File: config.mk
export PLATFORM = sky130hd
export DESIGN_NAME = box_painter
export DESIGN_NICKNAME = d
export VERILOG_FILES = /design/src/rtl/box_painter.sv
export SDC_FILE = /design/constraint.sdc
export NUM_CORES = 1
export LEC_CHECK = 0
export ABC_AREA = 1
export CAP_MARGIN = 5
export CORE_MARGIN = 2
export CORE_UTILIZATION = 25
export CTS_CLUSTER_SIZE = 24
export DETAILED_ROUTE_END_ITERATION = 8
export PLACE_DENSITY = 0.44
export SETUP_SLACK_MARGIN = 0.3
export SYNTH_ARGS = -nofsm -noshare
export SYNTH_HDL_FRONTEND = slang
export SYNTH_SLANG_ARGS = --single-unit
File: constraint.sdc
create_clock -name vgaclk -period 3.29 [get_ports vgaclk]
set_input_delay 0.329 -clock vgaclk [delete_from_list [all_inputs] [get_ports vgaclk]]
set_output_delay 0.329 -clock vgaclk [all_outputs]
set_load 0.005 [all_outputs]
File: src/rtl/box_painter.sv
// rtl/box_painter.sv - moving/bouncing box overlay for a 640x480 VGA pixel stream
`timescale 1ns/1ps
module box_painter #(
    parameter int BOX_SIZE     = 32,
    parameter int STEP         = 2,
    parameter int X_INIT       = 304,
    parameter int Y_INIT       = 224,
    parameter int BLINK_FRAMES = 30
) (
    input  logic       vgaclk,
    input  logic       rst,
    input  logic [9:0] hc,
    input  logic [9:0] vc,
    input  logic       btn_up,
    input  logic       btn_down,
    input  logic       btn_left,
    input  logic       btn_right,
    input  logic       mode_bounce,
    output logic [3:0] red,
    output logic [3:0] green,
    output logic [3:0] blue,
    output logic       frame_tick,
    output logic [9:0] box_x,
    output logic [9:0] box_y
);
    localparam logic signed [11:0] X_MAX  = 12'(640 - BOX_SIZE);
    localparam logic signed [11:0] Y_MAX  = 12'(480 - BOX_SIZE);
    localparam logic signed [11:0] STEP_S = 12'(STEP);
    localparam int CW = (BLINK_FRAMES > 1) ? $clog2(BLINK_FRAMES) : 1;

    // Synchronizer bit order: {mode, right, left, down, up}
    logic [4:0] sync1_q, sync2_q;
    logic       up_s, down_s, left_s, right_s, bounce_s;

    logic [9:0]    x_q, x_d, y_q, y_d;
    logic          dxn_q, dxn_d, dyn_q, dyn_d;   // 1 means moving towards 0
    logic [CW-1:0] cnt_q, cnt_d;
    logic          blink_q, blink_d;

    logic [10:0] x_end, y_end;
    logic        in_box, on_border, off_screen;

    assign frame_tick = (hc == 10'd0) && (vc == 10'd480);
    assign {bounce_s, right_s, left_s, down_s, up_s} = sync2_q;
    assign box_x = x_q;
    assign box_y = y_q;

    // One axis of motion: returns {new_dir_neg, new_pos}, clamped to [0, max_v].
    // In bounce mode reaching or crossing a bound flips the direction.
    function automatic logic [10:0] step_axis(
        input logic [9:0]          pos,
        input logic                dir_neg,
        input logic                inc,
        input logic                dec,
        input logic                bounce,
        input logic signed [11:0]  max_v
    );
        logic signed [11:0] p;
        logic signed [11:0] n;
        logic               nd;
        p  = $signed({2'b00, pos});
        nd = dir_neg;
        if (bounce)
            n = dir_neg ? (p - STEP_S) : (p + STEP_S);
        else if (inc && !dec)
            n = p + STEP_S;
        else if (dec && !inc)
            n = p - STEP_S;
        else
            n = p;
        if (n >= max_v) begin
            n = max_v;
            if (bounce) nd = 1'b1;
        end else if (n <= 12'sd0) begin
            n = 12'sd0;
            if (bounce) nd = 1'b0;
        end
        return {nd, n[9:0]};
    endfunction

    // Two-flop synchronizers for the asynchronous buttons and mode switch
    always_ff @(posedge vgaclk) begin
        if (!rst) begin
            sync1_q <= '0;
            sync2_q <= '0;
        end else begin
            sync1_q <= {mode_bounce, btn_right, btn_left, btn_down, btn_up};
            sync2_q <= sync1_q;
        end
    end

    // Next position, direction and blink state, applied only at the frame boundary
    always_comb begin
        {dxn_d, x_d} = step_axis(x_q, dxn_q, right_s, left_s, bounce_s, X_MAX);
        {dyn_d, y_d} = step_axis(y_q, dyn_q, down_s, up_s, bounce_s, Y_MAX);
        cnt_d   = cnt_q + CW'(1);
        blink_d = blink_q;
        if (cnt_q == CW'(BLINK_FRAMES - 1)) begin
            cnt_d   = '0;
            blink_d = ~blink_q;
        end
    end

    // Frame-rate state: reset wins over a coincident frame_tick
    always_ff @(posedge vgaclk) begin
        if (!rst) begin
            x_q     <= 10'(X_INIT);
            y_q     <= 10'(Y_INIT);
            dxn_q   <= 1'b0;
            dyn_q   <= 1'b0;
            cnt_q   <= '0;
            blink_q <= 1'b0;
        end else if (frame_tick) begin
            x_q     <= x_d;
            y_q     <= y_d;
            dxn_q   <= dxn_d;
            dyn_q   <= dyn_d;
            cnt_q   <= cnt_d;
            blink_q <= blink_d;
        end
    end

    assign x_end      = {1'b0, x_q} + 11'(BOX_SIZE);
    assign y_end      = {1'b0, y_q} + 11'(BOX_SIZE);
    assign off_screen = (hc >= 10'd640) || (vc >= 10'd480);
    assign in_box     = (hc >= x_q) && ({1'b0, hc} < x_end) &&
                        (vc >= y_q) && ({1'b0, vc} < y_end);
    assign on_border  = (hc < 10'd4) || (hc >= 10'd636) || (vc < 10'd4) || (vc >= 10'd476);

    // Zero-latency pixel colour: blanking, box, border, background
    always_comb begin
        {red, green, blue} = 12'h222;
        if (off_screen)
            {red, green, blue} = 12'h000;
        else if (in_box)
            {red, green, blue} = blink_q ? 12'hFF0 : 12'hFFF;
        else if (on_border)
            {red, green, blue} = 12'h00F;
    end
endmodule

# [Word level (Yosys, flattened, before mapping)]
# Index checks and enable logic that the tools add are counted.
[classes] n_addsub=7 order_cmp=14 eq_ne=6 n_mux=28 n_bitwise=1 n_reduce_logical=22
[ops] cell="12-bit 2-to-1 mux" count=8
[ops] cell="10-bit 2-to-1 mux" count=4
[ops] cell="4-bit 2-to-1 mux" count=8
[ops] cell="12-bit by 1-bit less-or-equal comparator with 1-bit output (second input constant)" count=2
[ops] cell="10-bit by 2-bit adder with 11-bit output (second input constant)" count=2
[ops] cell="10-bit by 6-bit adder with 11-bit output (second input constant)" count=2
[ops] cell="10-bit by 11-bit less-than comparator with 1-bit output" count=2
[ops] cell="10-bit by 2-bit subtractor with 11-bit output (second input constant)" count=2
[ops] cell="10-bit greater-or-equal comparator" count=2
[ops] cell="10-bit greater-or-equal comparator (second input constant)" count=2
[ops] cell="10-bit by 9-bit greater-or-equal comparator with 1-bit output (second input constant)" count=2
[ops] cell="10-bit by 3-bit less-than comparator with 1-bit output (second input constant)" count=2
[ops] cell="12-bit by 10-bit greater-or-equal comparator with 1-bit output (second input constant)" count=1
[ops] cell="12-bit by 11-bit greater-or-equal comparator with 1-bit output (second input constant)" count=1
[ops] cell="10-bit by 9-bit == test with 1-bit output (second input constant)" count=1
[ops] cell="10-bit zero test" count=1
[ops] cell="1-bit logical AND" count=8
[ops] cell="2-bit inequality test (second input constant)" count=4
[ops] cell="4-bit AND reduction" count=2
[ops] cell="1-bit 2-to-1 mux" count=6
[ops] cell="5-bit by 1-bit adder with 5-bit output (second input constant)" count=1
[ops] cell="5-bit == test (second input constant)" count=1
[ops] cell="5-bit 2-to-1 mux" count=1
[ops] cell="1-bit zero test" count=4
[ops] cell="5 further kinds" count=9
[word_totals] regBits=38 in_bits=27 wordCells=86

# [Logic depth before layout (Yosys ltp)]
# Gate-level depths: netlist (run 1).
[logic_depth] depth_word=8 mapped_depth=18 mapped_depth_nobuf=18

# [Worst setup path after synthesis (run 1)]
# OpenSTA, ideal clock, no wires.
[synth_path] path_type="flip-flop to output port" from="register y_q[5], in the netlist box_y[5]" to="output port blue[2]" t_arrival_ns=2.409 required_time_ns=2.961 slack_ns=0.552 stages_incl_launch_ff=13 cell_sequence="dfxtp_1 inv_1 ha_1 inv_1 ha_1 inv_1 or2_2 o41ai_1 nor2_1 nand2_1 o21ai_0 nor2_1 buf_4"
[synth_between] elab_chain_len=5 elab_cells_between_ends=7
[synth_rtl] element="start, declared" line_no="35" source="logic [9:0] x_q, x_d, y_q, y_d;"
[synth_rtl] element="start signal, assigned" line_no="108" source="y_q <= 10'(Y_INIT);"
[synth_rtl] element="start signal, assigned" line_no="115" source="y_q <= y_d;"
[synth_rtl] element="10-bit by 6-bit adder with 11-bit output / 10-bit greater-or-equal comparator (equally long branches)" line_no="124, 127"
[synth_rtl] element="10-bit by 11-bit less-than comparator with 1-bit output / 1-bit logical AND (equally long branches)" line_no="127, 126"
[synth_rtl] element="1-bit logical AND (*)" line_no="127" source="(vc >= y_q) && ({1'b0, vc} < y_end);"
[synth_rtl] element="4-bit 2-to-1 mux (*)" line_no="135" source="else if (in_box)"
[synth_rtl] element="4-bit 2-to-1 mux (*)" line_no="133" source="if (off_screen)"
[synth_rtl] element="end, declared" line_no="21" source="output logic [3:0] blue,"
# Mark *: on every way between the ends. The rest lies on a longest branch, timed or not.

# [Worst setup path after layout (run 1)]
[layout_path] from="register y_q[6], in the netlist box_y[6]" to="output port blue[2]"
# Same word-level chain as after synthesis.

==> results.md, run 1 <==
- Finished Layout Cells: 1027
- Die H: 135 um
- H-tree depth: 2
- Total Power: 1.21 mW
- Pre-Repair DR Iteration Count: 5
- Post-layout minimum cycle time: 3.03 ns
- Antenna Diode Count: 0
- RSZ-0062 raised after global routing: yes
- Final Hold Fails: 0
- CTS tree: done
- Area Overhead vs Synth: 34.8%
- Setup slack at placement: 0.0523 ns
- Core region area: 16600 um^2
- DP HPWL: 11.5 mm
- Share of cells above drive strength 1: 0.191
- Tcrit/Tclk final: 0.922
- Adder-cell share of the synthesized area: 0.117
- Reg clk slew, reported paths: 0.06 ns
- Maximum VDD drop: 0.155 mV
- Routed Wire Length: 15.1 mm
- Combinational family with the most area after synthesis: simple AND/OR/NAND/NOR gates
- Path type of the worst setup path: flop to primary output
- Crit-path leading delay family: buffers and inverters
- Crit-path max cell delay: 0.39 ns
- Max Freq: 330 MHz
- Max cap viols: 0
- Vias post-DR: 4993
- Critical path launch point type: flop
- ANT nets after route: 0
- Post-synthesis sequential area ratio: 0.169
- I/O pin count: 60
- PwrDens: 210 nW/um^2
- Die width: 135 um
- GPL Wtd Cong: 0.872
- Root Buffer: clkbuf_16
- WP buf/inv: 8
- Synth Area in Simple Gates: 0.458
- DR DRC count: 0
- Slew @ Worst Pin: 0.638 ns
- Crit-path cells: inv_4 > ha_4 > inv_2 > ha_4 > inv_2 > or2_4 > buf_6 > o41ai_4 > nor2_2 > buf_4 > buf_6 > buf_6 > a21oi_4 > nor2_2 > buf_2
- Top_reg_cell synth: dfxtp_1
- Seq cells post-synth: 36
- Avg Cell Area, Syn: 5.94 um^2
- Status: finished, final reports clean
- Final #Nets: 874
- Die area: 18200 um^2
- Crit path DAT: 2.70 ns
- Vias per cell: 4.86
- Worst-Skew Late Latency: 0.29 ns
- YS warnings: 0
- Drt initial violations: 283
- Antenna violations before repair: 0
- Starting Density: 0.257
- Vias in the first global route: 4706
- Mux cell area share after synthesis: 0
- WP data required: 2.96 ns
- Drt wl/cell: 14.7 um
- FILL cells: 1818
- Grt total ovfl: 0
- Leading cell type in the layout, fill and taps excluded: nand2_1
- Worst Hold Class: flop to flop
- Fin area: 5760 um^2
- Clk_skew: 0.00626 ns
- Slew Limit Fails: 0
- Synth cell types: 42
- Mapped Cells: 720
- Cell Area, Synth: 4270 um^2
- Ys async rst share: 0
- CTS max path bufs: 2
- Slowest CP cell: dfxtp_4
- Slew Limit Headroom: 0.573
- Commonest non-fill, non-tap cells in the layout: nand2_1 (215), nand3_1 (91), inv_1 (72), nor2_1 (52), clkdlybuf4s50_1 (45)
- Sink Count: 36
- Xor/xnor share of the synthesized area: 0.0164
- Setup TNS: 0 ns
- Pin count of the biggest net entering global routing: 18
- Most frequent CP cell: buf_6
- Post-synth EDFFs: 0
- First-pass GRT wire length: 24.2 mm
- Row cnt: 47
- Total track usage: 0.167
- Setup Viol. Count Final: 0
- PortBufs: 57
- CP Capture Type: primary output
- Leak Pwr: 2.65 nW
- Placed Instance Area: 5110 um^2
- Compound-gate portion of the synthesized area: 0.116
- Maximum net fanout on the critical path: 3
- Setup WS post-layout: 0.257 ns
- # hold bufs at CTS: 0
- Placed cell count: 994
- Cts bufs inserted: 5
-- per-stage QoR --
stage,hold WS [ns],util
after floorplan,0.390,-
after global placement,0.401,0.307
after detailed placement,0.398,0.307
after CTS,0.412,0.334
after global routing,0.435,0.346
final,0.410,0.346
-- layer usage --
layer  part of all wire  wire length [um]  track usage
met1               0.48              7220        0.235
met2               0.45              6750        0.268
met3              0.060               901       0.0233
met4              0.014               218       0.0444
met5                  0                 0            0
-- kinds of logic (layout without fill, tap and decap cells) --
group | count (synthesis) | count (layout)
and+or+nand+nor | 433 | 433
buffers and inverters | 114 | 200
other | 1 | 2
xor gates and xnor gates | 8 | 8
DFF | 36 | 36
adders and majority gates | 40 | 40
AOI/OAI and AO/OA | 88 | 88
-- report_power, final --
part | switching, mW | total (mW) | internal (mW)
logic | 0.147 | 0.255 | 0.108
registers | 0.00273 | 0.442 | 0.439
clock network | 0.195 | 0.513 | 0.318
-- synthesized netlist by cell type, types with 2 or more instances --
cell type / number / area share
o2111ai_1: 3 / 0.0061
o21ai_0: 20 / 0.023
nor2_4: 5 / 0.013
inv_1: 78 / 0.069
a21oi_1: 46 / 0.054
nand4_1: 20 / 0.029
xor2_1: 6 / 0.012
ha_1: 40 / 0.12
nor2_1: 59 / 0.052
nand2_2: 4 / 0.0059
a211oi_1: 3 / 0.0053
nand2_1: 220 / 0.19
buf_4: 15 / 0.026
dfxtp_1: 36 / 0.17
nand3_2: 3 / 0.0070
clkbuf_1: 3 / 0.0026
o21ai_1: 5 / 0.0059
nor2_2: 11 / 0.016
nand3_1: 94 / 0.11
nor3_1: 4 / 0.0047
buf_6: 4 / 0.011
buf_2: 6 / 0.0070
inv_2: 5 / 0.0044
nand2_4: 2 / 0.0053
o21a_1: 2 / 0.0035
nor4_1: 3 / 0.0044
o22ai_1: 2 / 0.0029
nand3b_1: 2 / 0.0035
o211ai_1: 3 / 0.0053
xnor2_1: 2 / 0.0041
or2_2: 3 / 0.0044
-- cell type report --
class	instances	area (um^2)	share of cell area
flip-flops and latches	36	738	0.128
clock buffers	7	153	0.0265
multi-input cells	571	3270	0.567
inverters	85	327	0.0567
well taps	220	275	0.0478
repair buffers	108	1000	0.174
-- final timing paths --
path / from / end / slack, ns / cells after the start
setup / recovery: box_y[6] / blue[2] / 0.26 / 15
hold / removal: sync1_q[0] / sync2_q[0] / 0.41 / 2
setup reg to reg: box_y[6] / box_y[3] / 0.36 / 24
hold reg to reg: sync1_q[0] / sync2_q[0] / 0.41 / 2
-- worst reg2reg max path, stage by stage (launching register included) --
cell	delay, ns
dfxtp_4	0.37
ha_4	0.18
nand2_2	0.07
inv_2	0.04
buf_6	0.10
buf_6	0.10
buf_6	0.10
buf_6	0.10
buf_6	0.10
buf_6	0.10
buf_6	0.10
buf_6	0.10
buf_6	0.10
buf_6	0.10
o21ai_2	0.14
nand2_2	0.09
a21oi_2	0.15
nand2_2	0.08
nand2_1	0.06
inv_1	0.05
nand3_2	0.08
nor2_4	0.04
nor2_4	0.18
nand4_1	0.14
a21oi_2	0.17
-- what timing repair did --
item                       4_1_cts  5_1_grt
setup buffers                   21        5
pin swaps                       14       24
resized for setup               95       44
setup endpoints to repair       12       21
-- state kept, by name (all words and copies together) (netlist names) --
signal / cells
blink_q: 1
box_x: 9
box_y: 9
cnt_q: 5
dxn_q: 1
dyn_q: 1
sync1_q: 5
sync2_q: 5
No activity file was read; power rests on OpenSTA's default activity.
==> inputs of run 2 (changes only) <==
--- a/config.mk
+++ b/config.mk
@@ -7,11 +7,13 @@
 export LEC_CHECK = 0
 export ABC_AREA = 1
 export CAP_MARGIN = 5
+export CELL_PAD_IN_SITES_DETAIL_PLACEMENT = 1
+export CELL_PAD_IN_SITES_GLOBAL_PLACEMENT = 2
 export CORE_MARGIN = 2
 export CORE_UTILIZATION = 25
 export CTS_CLUSTER_SIZE = 24
 export DETAILED_ROUTE_END_ITERATION = 8
-export PLACE_DENSITY = 0.44
+export PLACE_DENSITY = 0.72
 export SETUP_SLACK_MARGIN = 0.3
 export SYNTH_ARGS = -nofsm -noshare
 export SYNTH_HDL_FRONTEND = slang
==> constraint.sdc (replaced) <==
create_clock -name vgaclk -period 3.2 [get_ports vgaclk]
set_input_delay 0.32 -clock vgaclk [delete_from_list [all_inputs] [get_ports vgaclk]]
set_output_delay 0.32 -clock vgaclk [all_outputs]
set_load 0.005 [all_outputs]
==> run 2 against run 1 <==
Against the previous run:
- sequential power grew 3%
- total power increased by 1.9%
- wire length rose by 9.2%
- global-route usage grew 1.5 points
- clock skew decreased by 0.00057 ns
- clock power about the same
- largest cell class unchanged
- highest routed layer unchanged
==> results.md, run 2 (synthesis results as in run 1) <==
- Status: finished, final reports clean (unchanged)
- Tcrit/Tclk final: 0.943
- Clk_skew: 0.00569 ns (was 0.00626 ns)
- Leak Pwr: 2.61 nW (was 2.65 nW)
- DR DRC count: 0 (unchanged)
- Setup WS post-layout: 0.183 ns (was 0.257 ns)
- Drt initial violations: 186 (was 283)
- # hold bufs at CTS: 0 (unchanged)
- Die H: 135 um (unchanged)
- Crit path DAT: 2.70 ns (about the same)
- Final Hold Fails: 0 (unchanged)
- Routed Wire Length: 16.5 mm (was 15.1 mm)
- PortBufs: 57 (unchanged)
- First-pass GRT wire length: 26.4 mm (was 24.2 mm)
- Pin count of the biggest net entering global routing: 20 (was 18)
- Area Overhead vs Synth: 31.8% (was 34.8%)
- H-tree depth: 2 (unchanged)
- Antenna violations before repair: 0 (unchanged)
- CP Capture Type: primary output (unchanged)
- Maximum VDD drop: 0.168 mV (was 0.155 mV)
- Die area: 18200 um^2 (unchanged)
- Cts bufs inserted: 5 (unchanged)
- Reg area: 737 um^2 (was 738 um^2)
- Critical path launch point type: flop (unchanged)
- Antenna Diode Count: 0 (unchanged)
- Placed cell count: 1001 (was 994)
- I/O pin count: 60 (unchanged)
- Finished Layout Cells: 1025 (was 1027)
- Core region area: 16600 um^2 (unchanged)
- WP buf/inv: 7 (was 8)
- Starting Density: 0.257 (unchanged)
- Leading cell type in the layout, fill and taps excluded: nand2_1 (unchanged)
- FILL cells: 2152 (was 1818)
- Commonest non-fill, non-tap cells in the layout: nand2_1 (217), nand3_1 (93), inv_1 (73), nor2_1 (54), clkdlybuf4s50_1 (45) (was nand2_1 (215), nand3_1 (91), inv_1 (72), nor2_1 (52), clkdlybuf4s50_1 (45))
- Share of cells above drive strength 1: 0.174 (was 0.191)
- GPL Wtd Cong: 0.851 (was 0.872)
- Row cnt: 47 (unchanged)
- Die width: 135 um (unchanged)
- Max Freq: 331 MHz
- Vias per cell: 4.92 (was 4.86)
- Setup TNS: 0 ns (unchanged)
- Setup slack at placement: -0.0695 ns (was 0.0523 ns)
- Fin area: 5630 um^2 (was 5760 um^2)
- Path type of the worst setup path: flop to primary output (unchanged)
- Worst-Skew Late Latency: 0.29 ns (about the same)
- CTS tree: done (unchanged)
- Final #Nets: 871 (was 874)
- Worst Hold Class: flop to flop (unchanged)
- WP data required: 2.88 ns (was 2.96 ns)
- CTS max path bufs: 2 (unchanged)
- Root Buffer: clkbuf_16 (unchanged)
- Slew @ Worst Pin: 0.677 ns (was 0.638 ns)
- Sink Count: 36 (unchanged)
- Reg clk slew, reported paths: 0.06 ns (about the same)
- RSZ-0062 raised after global routing: yes (unchanged)
- Crit-path cells: inv_4 > ha_4 > inv_4 > ha_4 > inv_1 > or2_4 > buf_6 > o41ai_4 > nor2_2 > buf_4 > a21oi_4 > nor2_2 > buf_4 > buf_6 (was inv_4 > ha_4 > inv_2 > ha_4 > inv_2 > or2_4 > buf_6 > o41ai_4 > nor2_2 > buf_4 > buf_6 > buf_6 > a21oi_4 > nor2_2 > buf_2)
- Slew Limit Headroom: 0.545 (was 0.573)
- Pre-Repair DR Iteration Count: 4 (was 5)
- DP HPWL: 12.9 mm (was 11.5 mm)
- Vias in the first global route: 5141 (was 4706)
- Drt wl/cell: 16.1 um (was 14.7 um)
- Vias post-DR: 5040 (was 4993)
- Multi-input logic area: 3190 um^2 (was 3270 um^2)
- Crit-path leading delay family: buffers and inverters (unchanged)
- Slowest CP cell: dfxtp_4 (unchanged)
- Slew Limit Fails: 0 (unchanged)
- Total track usage: 0.182 (was 0.167)
- Maximum net fanout on the critical path: 3 (unchanged)
- Max cap viols: 0 (unchanged)
- Grt total ovfl: 0 (unchanged)
- Placed Instance Area: 5160 um^2 (was 5110 um^2)
- Post-layout minimum cycle time: 3.02 ns
- Crit-path max cell delay: 0.38 ns (was 0.39 ns)
- PwrDens: 219 nW/um^2 (was 210 nW/um^2)
- Setup Viol. Count Final: 0 (unchanged)
- ANT nets after route: 0 (unchanged)
run 2: through the flow:
| stage | utilization | total power [mW] | hold slack, ns |
|---|---|---|---|
| detailed placement | 0.310 | 0.709 | 0.399 |
| global route | 0.339 | 1.29 | 0.448 |
| floorplan | - | 0.605 | 0.390 |
| CTS | 0.333 | 1.23 | 0.415 |
| global placement | 0.310 | 0.702 | 0.399 |
| finish | 0.339 | 1.23 | 0.413 |
run 2: what timing repair did:
action,in CTS,in global routing
resized for setup,92,21
pin swaps,18,20
buffers inserted,12,4
setup endpoints to repair,12,12
run 2: path summary, 6_finish.rpt:
path	from	end	slack, ns	cells past startpoint
hold reg to reg	sync1_q[4]	sync2_q[4]	0.41	2
setup reg to reg	box_x[1]	box_x[2]	0.80	14
hold / removal	sync1_q[4]	sync2_q[4]	0.41	2
setup / recovery	box_y[6]	blue[0]	0.18	14
run 2: final cells by class:
| type | instances | share of cell area |
|---|---|---|
| clock buffer | 5 | 0.0222 |
| multi-input combinational | 571 | 0.567 |
| inverter | 85 | 0.0584 |
| sequential | 36 | 0.131 |
| tap | 220 | 0.0489 |
| clock inverter | 3 | 0.00422 |
| timing repair buffer | 105 | 0.169 |
run 2: power by group:
| part | total, mW | switching (mW) | internal, mW |
|---|---|---|---|
| clock | 0.513 | 0.223 | 0.290 |
| combinational | 0.265 | 0.154 | 0.112 |
| sequential | 0.454 | 0.00269 | 0.451 |
run 2: tightest hold or removal path, delay by kind of cell (launching register included):
family                 cells  cell delay [ns]
flip-flops                 1             0.31
AND/OR/NAND/NOR            1             0.04
buffers and inverters      1             0.04
run 2: metal layers:
| metal | track usage | vias to the layer above | part of all wire |
|---|---|---|---|
| li1 | - | 2525 | - |
| met1 | 0.254 | 2394 | 0.48 |
| met5 | 0 | - | 0 |
| met4 | 0.0269 | 0 | 0.0076 |
| met2 | 0.310 | 111 | 0.46 |
| met3 | 0.0199 | 10 | 0.047 |
==> inputs of run 3 (changes only) <==
--- a/config.mk
+++ b/config.mk
@@ -10,10 +10,11 @@
 export CELL_PAD_IN_SITES_DETAIL_PLACEMENT = 1
 export CELL_PAD_IN_SITES_GLOBAL_PLACEMENT = 2
 export CORE_MARGIN = 2
-export CORE_UTILIZATION = 25
+export CORE_UTILIZATION = 29
 export CTS_CLUSTER_SIZE = 24
 export DETAILED_ROUTE_END_ITERATION = 8
-export PLACE_DENSITY = 0.72
+export GPL_TIMING_DRIVEN = 0
+export PLACE_DENSITY = 0.82
 export SETUP_SLACK_MARGIN = 0.3
 export SYNTH_ARGS = -nofsm -noshare
 export SYNTH_HDL_FRONTEND = slang
==> run 3 against run 2 <==
Against the previous run:
- the run now ends with negative setup slack left
- total power is 1.6% lower
- cell count is 3.7% lower
- global-route usage is 2.2 points higher
- worst hold slack better by 0.0015 ns
- setup slack worse by 0.19 ns
- die area is 13% lower
- first-iteration DRC count is 19% higher
- critical endpoint is now green[3]
- largest cell class unchanged
- largest power group unchanged
==> results.md, run 3 (synthesis results as in run 1) <==
- Placed cell count: 962 (was 1001)
- Hold Path End: sync2_q[4] (unchanged)
- Maximum VDD drop: 0.182 mV (was 0.168 mV)
- Vias post-DR: 5071 (was 5040)
- Drt initial violations: 222 (was 186)
- Reg clk slew, reported paths: 0.06 ns (about the same)
- Vias per cell: 5.14 (was 4.92)
- Area Overhead vs Synth: 31.3% (was 31.8%)
- Path type of the worst setup path: flop to primary output (unchanged)
- H-tree depth: 2 (unchanged)
- DP HPWL: 12.7 mm (was 12.9 mm)
- Pre-Repair DR Iteration Count: 4 (unchanged)
- Leak Pwr: 2.60 nW (was 2.61 nW)
- Antenna violations before repair: 0 (unchanged)
- Placed Instance Area: 5080 um^2 (was 5160 um^2)
- Setup WS post-layout: -0.00952 ns (was 0.183 ns)
- ANT nets after route: 0 (unchanged)
- Final Hold Fails: 0 (unchanged)
- Die width: 125 um (was 135 um)
- Status: finished with violations (was finished, final reports clean)
- Slew Limit Headroom: 0.603 (was 0.545)
- Cts bufs inserted: 5 (unchanged)
- Total track usage: 0.204 (was 0.182)
- Max cap viols: 0 (unchanged)
- Finished Layout Cells: 987 (was 1025)
- DR DRC count: 0 (unchanged)
- Vias in the first global route: 5227 (was 5141)
- Clk_skew: 0.00430 ns (was 0.00569 ns)
- FF-to-FF setup slack: 0.60 ns (was 0.80 ns)
- Max Freq: 312 MHz (was 331 MHz)
- Antenna Diode Count: 0 (unchanged)
- Row cnt: 44 (was 47)
- Critical path launch point type: flop (unchanged)
- Starting Density: 0.295 (was 0.257)
- Share of cells above drive strength 1: 0.158 (was 0.174)
- Tcrit/Tclk final: 1.00 (was 0.943)
- I/O pin count: 60 (unchanged)
- Slew @ Worst Pin: 0.595 ns (was 0.677 ns)
- First-pass GRT wire length: 26.4 mm (about the same)
- Routed Wire Length: 16.2 mm (was 16.5 mm)
- Slew Limit Fails: 0 (unchanged)
- Worst-Skew Late Latency: 0.28 ns (was 0.29 ns)
- Post-layout minimum cycle time: 3.21 ns (was 3.02 ns)
- Die area: 15700 um^2 (was 18200 um^2)
- Hold path cells: 2 (unchanged)
- Hold path start: sync1_q[4] (unchanged)
- Pin count of the biggest net entering global routing: 12 (was 20)
- Worst Hold Class: flop to flop (unchanged)
- Drt wl/cell: 16.4 um (was 16.1 um)
- Die H: 125 um (was 135 um)
- Final #Nets: 869 (was 871)
- Fin area: 5610 um^2 (was 5630 um^2)
- R2r endpoint: box_x[7] (was box_x[2])
- GPL Wtd Cong: 0.833 (was 0.851)
- Leading cell type in the layout, fill and taps excluded: nand2_1 (unchanged)
- Crit path DAT: 2.89 ns (was 2.70 ns)
- Setup TNS: -0.0315 ns (was 0 ns)
- FILL cells: 1882 (was 2152)
- Maximum net fanout on the critical path: 4 (was 3)
- RSZ-0062 raised after global routing: yes (unchanged)
- CP Capture Type: primary output (unchanged)
- Commonest non-fill, non-tap cells in the layout: nand2_1 (219), nand3_1 (93), inv_1 (73), nor2_1 (54) (was nand2_1 (217), nand3_1 (93), inv_1 (73), nor2_1 (54), clkdlybuf4s50_1 (45))
- FF-to-FF path depth: 13 (was 14)
- Core region area: 14500 um^2 (was 16600 um^2)
- Setup slack at placement: -0.593 ns (was -0.0695 ns)
- PwrDens: 216 nW/um^2 (was 219 nW/um^2)
- Sink Count: 36 (unchanged)
- Final hold slack: 0.414 ns (was 0.413 ns)
- CTS max path bufs: 2 (unchanged)
- Failing checks: negative setup slack
- WP data required: 2.88 ns (about the same)
- PortBufs: 57 (unchanged)
- CTS tree: done (unchanged)
- Root Buffer: clkbuf_16 (unchanged)
- Grt total ovfl: 0 (unchanged)
- R2R Path Start: box_x[2] (was box_x[1])
- Setup Viol. Count Final: 5 (was 0)
[run 3: cell types whose count changed in the layout (fill, tap and decap cells not counted), sizes merged]
cell / change
buf: -7
dlymetal6s2s: +1
clkbuf: +7
inv: -2
clkdlybuf4s50: -1
[run 3: how the worst max path moves through the flow]
stage,endpoint,slack (ns),from,cells after the start
2_1_floorplan,blue[2],0.47,box_y[5],12
3_3_place_gp,blue[3],-0.54,box_y[5],13
3_5_place_dp,blue[2],-0.59,box_y[5],13
4_1_cts,red[1],-0.0003,box_y[5],17
5_1_grt,green[3],-0.15,box_y[5],17
6_report,green[3],-0.01,box_y[5],17
[run 3: final cells by class]
| cell class | count | area (um^2) | share of cell area |
|---|---|---|---|
| well taps | 184 | 230 | 0.0410 |
| plain buffers | 29 | 256 | 0.0457 |
| inverters | 85 | 332 | 0.0591 |
| repair buffers | 74 | 723 | 0.129 |
| clock inverters | 1 | 8.76 | 0.00156 |
| clock buffers | 7 | 133 | 0.0236 |
| multi-input cells | 571 | 3200 | 0.570 |
| flip-flops and latches | 36 | 732 | 0.130 |
[run 3: routing by layer]
layer	share of wire	track usage
met5	0	0
met4	0.012	0.0431
met3	0.039	0.0163
met2	0.48	0.350
met1	0.47	0.282
[run 3: through the flow]
stage / power, mW / util
finish: 1.21 / 0.388
global route: 1.28 / 0.388
CTS: 1.22 / 0.381
detailed placement: 0.711 / 0.351
global placement: 0.702 / 0.351
floorplan: 0.605 / -
[run 3: power by group]
part | leakage [nW] | internal (mW) | total (mW) | switching [mW]
sequential | 0.292 | 0.452 | 0.455 | 0.00249
clock | 0.0681 | 0.291 | 0.480 | 0.189
combinational | 2.24 | 0.120 | 0.278 | 0.158
[run 3: timing repair]
item                                    4_1_cts  5_1_grt
gates resized for setup                     103       21
hold buffers                                  0        0
endpoints found under the setup margin       13       13
setup buffers                                14        3
pin swaps                                    14       14
hold endpoints to repair                      0        0
[run 3: critical path, cell delays in order (launching register included)]
cell     delay (ns)
dfxtp_4        0.36
buf_4          0.14
ha_4           0.16
nand2_1        0.06
inv_1          0.04
or2_2          0.30
ha_4           0.16
a21oi_1        0.13
o21ai_0        0.13
nor2_2         0.20
o41ai_4        0.11
nor2_2         0.14
nand2_2        0.12
buf_6          0.14
nor2_4         0.13
buf_6          0.13
buf_6          0.09
buf_6          0.08
